===== config.mk =====
export PLATFORM = sky130hd
export DESIGN_NAME = not_unit_arbiter
export DESIGN_NICKNAME = d
export VERILOG_FILES = /design/src/rtl/not_unit_arbiter.sv
export SDC_FILE = /design/constraint.sdc
export NUM_CORES = 1
export LEC_CHECK = 0
export BUFFER_PORTS_ARGS = -buffer_cell sky130_fd_sc_hd__buf_2
export CAP_MARGIN = 20
export CORE_MARGIN = 10
export CORE_UTILIZATION = 46
export DETAILED_ROUTE_END_ITERATION = 12
export PLACE_DENSITY_LB_ADDON = 0.2
export SYNTH_ARGS = -nofsm -noshare
export SYNTH_HDL_FRONTEND = slang
export SYNTH_SLANG_ARGS = --single-unit

===== constraint.sdc =====
create_clock -name clk -period 2 [get_ports clk]
set_input_delay 0.1 -clock clk [delete_from_list [all_inputs] [get_ports clk]]
set_output_delay 0.1 -clock clk [all_outputs]
set_load 0.05 [all_outputs]

===== src/rtl/not_unit_arbiter.sv =====
// not_unit_arbiter: round-robin sequencer sharing one registered inverter
// among N_REQ requesters. Optional served-transaction counter is built only
// when NOT_ARB_STATS_EN is defined; otherwise served_cnt is tied to zero.
module not_unit_arbiter #(
  parameter int N_REQ   = 4,
  parameter int DATA_W  = 4,
  parameter int LATENCY = 1
) (
  input  logic                      clk,
  input  logic                      rst_n,
  input  logic                      ena,
  input  logic [N_REQ-1:0]          req,
  input  logic [N_REQ*DATA_W-1:0]   req_data,
  output logic [N_REQ-1:0]          gnt,
  output logic [N_REQ-1:0]          ack,
  output logic                      res_valid,
  output logic [DATA_W-1:0]         res_data,
  output logic [$clog2(N_REQ)-1:0]  res_id,
  output logic                      busy,
  output logic [7:0]                served_cnt
);

  localparam int IDW = $clog2(N_REQ);

  localparam logic [1:0] S_IDLE = 2'd0;
  localparam logic [1:0] S_EXEC = 2'd1;
  localparam logic [1:0] S_RESP = 2'd2;

  localparam logic [7:0]       CNT_INIT = 8'(LATENCY - 1);
  localparam logic [N_REQ-1:0] ONE      = N_REQ'(1);

  logic [1:0]        state;
  logic [IDW-1:0]    rr_ptr;
  logic [7:0]        cnt;
  logic [DATA_W-1:0] cap_word;
  logic [IDW-1:0]    cap_id;

  logic              sel_found;
  logic [IDW-1:0]    sel_id;
  logic [IDW-1:0]    cand;
  logic [DATA_W-1:0] sel_word;

  // Round-robin search: first set request starting at rr_ptr, wrapping mod N_REQ.
  always_comb begin
    sel_found = 1'b0;
    sel_id    = '0;
    cand      = '0;
    for (int unsigned i = 0; i < N_REQ; i++) begin
      cand = rr_ptr + IDW'(i);
      if (!sel_found && req[cand]) begin
        sel_found = 1'b1;
        sel_id    = cand;
      end
    end
  end

  assign sel_word = req_data[int'(sel_id)*DATA_W +: DATA_W];
  assign busy     = (state != S_IDLE);

  // Sequencer: grant/capture in IDLE, count down in EXEC, present result in RESP.
  always_ff @(posedge clk or negedge rst_n) begin
    if (!rst_n) begin
      state     <= S_IDLE;
      rr_ptr    <= '0;
      cnt       <= '0;
      cap_word  <= '0;
      cap_id    <= '0;
      gnt       <= '0;
      ack       <= '0;
      res_valid <= 1'b0;
      res_data  <= '0;
      res_id    <= '0;
    end else begin
      case (state)
        S_IDLE: begin
          if (ena && sel_found) begin
            cap_word <= sel_word;
            cap_id   <= sel_id;
            cnt      <= CNT_INIT;
            gnt      <= ONE << sel_id;
            state    <= S_EXEC;
          end
        end
        S_EXEC: begin
          if (cnt != 8'd0) begin
            cnt <= cnt - 8'd1;
          end else begin
            res_data  <= ~cap_word;
            res_id    <= cap_id;
            res_valid <= 1'b1;
            ack       <= ONE << cap_id;
            state     <= S_RESP;
          end
        end
        S_RESP: begin
          res_valid <= 1'b0;
          ack       <= '0;
          gnt       <= '0;
          rr_ptr    <= cap_id + IDW'(1);
          state     <= S_IDLE;
        end
        default: begin
          res_valid <= 1'b0;
          ack       <= '0;
          gnt       <= '0;
          state     <= S_IDLE;
        end
      endcase
    end
  end

`ifdef NOT_ARB_STATS_EN
  logic [7:0] stat_q;

  // Saturating count, bumped as the op enters RESP so it updates with res_valid.
  always_ff @(posedge clk or negedge rst_n) begin
    if (!rst_n) begin
      stat_q <= '0;
    end else if (state == S_EXEC && cnt == 8'd0 && stat_q != 8'hFF) begin
      stat_q <= stat_q + 8'd1;
    end
  end

  assign served_cnt = stat_q;
`else
  assign served_cnt = '0;
`endif

endmodule

Yosys cells after proc, flatten, opt, wreduce, memory -nomap -nowiden
Index checks and enable logic that the tools add are counted.
- flip-flop bits (word level): 33
- output and inout bits: 24
- add/subtract/negate cells: 5
- order comparisons: 4
- equal/unequal tests: 5
- shift operators: 3
- mux-type cells: 28
- bitwise operators: 4
- reductions and logical operators: 17
- operator list (kind ; number):
    8-bit 2-to-1 mux ; 2
    4-bit one-hot mux with 2 select lines ; 2
    8-bit one-hot mux with 2 select lines ; 1
    16-bit by 5-bit indexed part select with 4-bit output ; 1
    2-bit by 3-bit less-than comparator with 1-bit output, second input constant ; 4
    2-bit 2-to-1 mux ; 6
    2-bit AND reduction ; 5
    1-bit 2-to-1 mux ; 9
    1-bit binary-select mux with 2-bit select ; 4
    4-bit 2-to-1 mux ; 2
    8-bit nonzero test ; 1
    1-bit by 2-bit << shifter with 4-bit output, first input constant ; 2
    8-bit by 1-bit subtractor with 8-bit output, second input constant ; 1
    2-bit != test, second input constant ; 3
    2-bit by 1-bit adder with 2-bit output, second input constant ; 2
    2-bit adder, second input constant ; 2
    1-bit logical AND ; 4
    4-bit inverter ; 1
    2-bit one-hot mux with 2 select lines ; 1
    2-bit nonzero test ; 2
    1-bit logical NOT ; 3
    1-bit inverter ; 3
    3-bit AND reduction ; 1
    2-bit by 1-bit == test with 1-bit output, second input constant ; 1
    other kinds (3) ; 3

Logic depth before layout (Yosys ltp)
- word-level depth: 15
- depth in mapped cells: 8
- depth with buffers taken out: 7

Worst setup path after synthesis
OpenSTA, ideal clock, no wires.
- path type: register to register
- start: reg state[1]
- end: reg cnt[1]
- setup time: 0.076 ns
- data arrival time: 1.798 ns
- path slack: 0.126 ns
- cell stages (with the launch flop): 6
- buffers on the path: 0
- cells stage by stage: dfrtp_1 > or2_1 > nor3b_2 > nor2_1 > or3b_2 > o21ai_1
- word-level cells in the longest chain between the ends: 3
- elaborated cells between the ends (all ways): 7
- RTL lines (what ; RTL line ; text):
    from (decl) ; 32 ; logic [1:0] state;
    from (signal assigned) ; 63 ; state <= S_IDLE;
    from (signal assigned) ; 81 ; state <= S_EXEC;
    from (signal assigned) ; 92 ; state <= S_RESP;
    2-bit by 1-bit == test with 1-bit output / 2-bit logical NOT (equally long branches) ; 74 ; case (state)
    2-bit != test (no line) / 2-bit nonzero test (equally long branches) ; n/a ;
    3-bit AND reduction (no line) ; n/a ;
    to (signal assigned) ; 86 ; cnt <= cnt - 8'd1;
    to (decl) ; 34 ; logic [7:0] cnt;
Several ways; a longest one is shown, not always the timed one.
A chain may end at the register's enable or synchronous reset.

Final worst setup path
- start: reg cnt[2]
- end: reg cnt[6]
- word-level cells in the longest chain between the ends: 3
- elaborated cells between the ends (all ways): 6
- RTL lines (what ; RTL line):
    8-bit by 1-bit subtractor with 8-bit output / 8-bit nonzero test (equally long branches) ; 86, 85
    8-bit 2-to-1 mux / 2-bit != test (equally long branches) ; n/a
    8-bit one-hot mux with 2 select lines / 3-bit AND reduction (equally long branches) ; n/a
Several ways; a longest one is shown, not always the timed one. The select of a mux whose other input is x is not followed.

==> results_dict.tcl <==
set metrics [dict create \
    cts_buffer_depth 2 \
    min_period_over_period 0.9491 \
    synth_top_family_by_area "simple AND/OR/NAND/NOR gates" \
    drive_gt1_frac 0.2719 \
    yosysWarningCount 0 \
    vdd_drop_max_v 0.0008784 \
    combPwrFrac 0.488 \
    dp_hpwl_um 3084 \
    synth_compound_gate_area_share 0.1620 \
    grt_max_degree 34 \
    critPathLaunch "cnt[2]$_DFFE_PN0P_" \
    h-tree-depth 2 \
    maxSlewViolCount 0 \
    max_slew_margin 0.5138 \
    cts_buffers 5 \
    grtUsageTotal 0.1192 \
    yosysTopAreaCellShare 0.4648 \
    drt-wirelength-per-cell_um 14.42 \
    routed_wl_um 3981 \
    path_clk_slew_ns 0.07 \
    crit_arrival_ns 2.06 \
    synth_area_um2 1777 \
    diodes 0 \
    detail_route.drc_violations 0 \
    synth_most_common_cell "dfrtp_1" \
    path_class "reg -> reg" \
    gp_congestion 0.8198 \
    fin_tns_setup_ns 0 \
    required_ns 2.16 \
    status "completed" \
    initial_core_util 0.4817 \
    clock_power_share 0.177 \
    setup_viol 0 \
    cts.sinks 33 \
    synthArstFlopShare 1.000 \
    power_leakage_nw 1.024 \
    fin_nets 256 \
    layout_min_cycle_time_ns 1.898 \
    skew_ns 0.008715 \
    path_max_fanout 7 \
    postLayoutCellArea_um2 2138 \
    reg2reg_depth 5 \
    critPathLaunchType "flop" \
    num_io_pins 47 \
    dieArea_um2 6749 \
    cap_violations 0 \
    rr_endpoint "cnt[6]$_DFFE_PN0P_" \
    end_kind "flop" \
    p_seq_frac 0.335 \
    grt_pass1_wl_um 6368 \
    ys_ff_latch 33 \
    core_area_um2 3689 \
    synth_cells 181 \
    synthAdderAreaFrac 0.04225 \
    seq_area_frac_synth 0.4648 \
    tightest_slew_ns 0.7293 \
    synth_commonest_cells "dfrtp_1 (33), nand2_1 (21), nor2_1 (14), a21oi_1 (10), o21ai_1 (10)" \
    final_antenna_net_count 0 \
    grt-ovfl-total 0 \
    vias 1427 \
    yosys.cell_types.count 46 \
    rows 22 \
    area_growth_pct 20.35 \
    r2r_start "cnt[2]$_DFFE_PN0P_" \
    antenna_found_initial 0 \
    synth_xor_area_frac 0.01479 \
    power_w 0.003625 \
    instances_no_fill 276 \
    synth.mux.area_fraction 0.04085 \
    grt_pass1_vias 1425 \
    yosys-top-cells-area "dfrtp_1 (46%), nand2_1 (4.4%), ha_1 (4.2%)" \
    rsz0062_at_grt "false" \
    hold_violations 0 \
    swShare 0.4623 \
    synthSimpleGateAreaFrac 0.2021 \
    placed_area_um2 2009 \
    dieHeight_um 82.15 \
    synth_top_flop_cell "dfrtp_1" \
    viasPerCell 5.170 \
    setup.worst_path.end "cnt[6]$_DFFE_PN0P_" \
    syn-mean-instance-area_um2 9.816 \
    synth_area_leader_cell "dfrtp_1" \
    ff2ff_setup_slack_ns 0.10 \
    p_sw_w 0.001676 \
    dr.pass1.iters 4 \
    port-buffer-count 38 \
    clock_latency_ns 0.28 \
    root_buffer "clkbuf_8" \
    synth-edff-count 0 \
    p_int_w 0.001949 \
    cts_tree "done" \
    dr.first_iter.drc_count 72 \
    dpl.cell_count 267 \
    fp.dieW_um 82.15 \
    powerDensity_nw_per_um2 1695 \
    fmax_mhz 526.8 \
    min_path_type "in -> reg" \
    min_path_cells 3 \
]
[power groups by stage]
stage	combinational (W)	sequential (W)	clock, W
3_5_place_dp	0.00178	0.00123	0
2_1_floorplan	0.000968	0.00160	0
4_1_cts	0.00179	0.00122	0.000656
3_3_place_gp	0.00177	0.00122	0
6_report	0.00177	0.00121	0.000642
5_1_grt	0.00195	0.00126	0.000690
[worst max-delay path: stages (launching register included)]
cell and delay (ns):
dfrtp_1 0.45, or3_4 0.42, o41a_4 0.48, o2111ai_2 0.19
xor2_1 0.18, nor2_1 0.06
[worst min path at each step]
stage,slack (ns),start,end
floorplan,-0.20,rst_n,ack[0]$_DFFE_PN0P_
global placement,0.20,rst_n,ack[0]$_DFFE_PN0P_
detailed placement,0.20,rst_n,ack[0]$_DFFE_PN0P_
CTS,0.15,req_data[6],cap_word[2]$_DFFE_PN0P_
global route,0.16,req_data[7],cap_word[3]$_DFFE_PN0P_
finish,0.15,req_data[6],cap_word[2]$_DFFE_PN0P_
[metrics by stage]
stage	util	worst slack [ns]	hold slack [ns]
6_report	0.5797	0.1019	0.1519
4_1_cts	0.5790	0.1074	0.1537
5_1_grt	0.5797	0.01398	0.1579
3_3_place_gp	0.5448	0.1936	0.1983
2_1_floorplan	-	0.1261	-0.1956
3_5_place_dp	0.5448	0.1157	0.2035
[kinds of logic (layout without fill, tap and decap cells)]
| logic type | after synthesis | after routing |
|---|---|---|
| compound gates | 41 | 41 |
| xor+xnor | 3 | 3 |
| fa+ha+maj | 6 | 6 |
| buf+inv | 23 | 63 |
| flops | 33 | 33 |
| mux | 7 | 7 |
| other cells | 1 | 8 |
| simple gates | 67 | 67 |
[sequential cells by signal, indices dropped and copies added, names as in the netlist]
name and cells:
res_id 2, cnt 8, res_valid 1, ack 4, res_data 4, cap_word 4, gnt 4, rr_ptr 2
state 2, cap_id 2
[what timing repair did]
action / in CTS / in global routing
buffers inserted: 0 / 0
setup endpoints to repair: 0 / 2
hold buffers: 1 / 0
resized for setup: 0 / 2
hold endpoints to repair: 33 / 0
[layout make-up]
class	count	area, µm²
Fill cell	346	1550
Multi-Input combinational cell	132	853.3
Sequential cell	33	825.8
Timing Repair Buffer	45	245.2
Clock buffer	7	86.33
Tap cell	48	60.06
Inverter	10	37.54
Clock inverter	1	30.03
[metal layers]
metal  vias to the layer above  part of all wire  track usage
li1                        718                 -            -
met1                       680              0.42       0.1369
met2                        25              0.52       0.2116
met3                         4             0.061      0.03132
met4                         0            0.0073      0.03741
met5                         -                 0            0
[layout by cell type (no fill, tap or decap), drive strengths merged, types with 2 or more instances in the layout]
master,Yosys,final
or3,3,3
nand3,8,8
nor3b,6,6
mux2,2,2
or2,2,2
a21oi,10,10
mux2i,5,5
o211ai,2,2
nand4,2,2
buf,11,44
nor4,2,2
or3b,2,2
a2111oi,4,4
ha,6,6
o21ai,13,13
a211oi,4,4
nand2b,3,3
nand2,21,21
nor2,14,14
inv,10,10
xor2,2,2
dfrtp,33,33
conb,1,8
clkbuf,2,7
(Power assumes the default switching activity.)
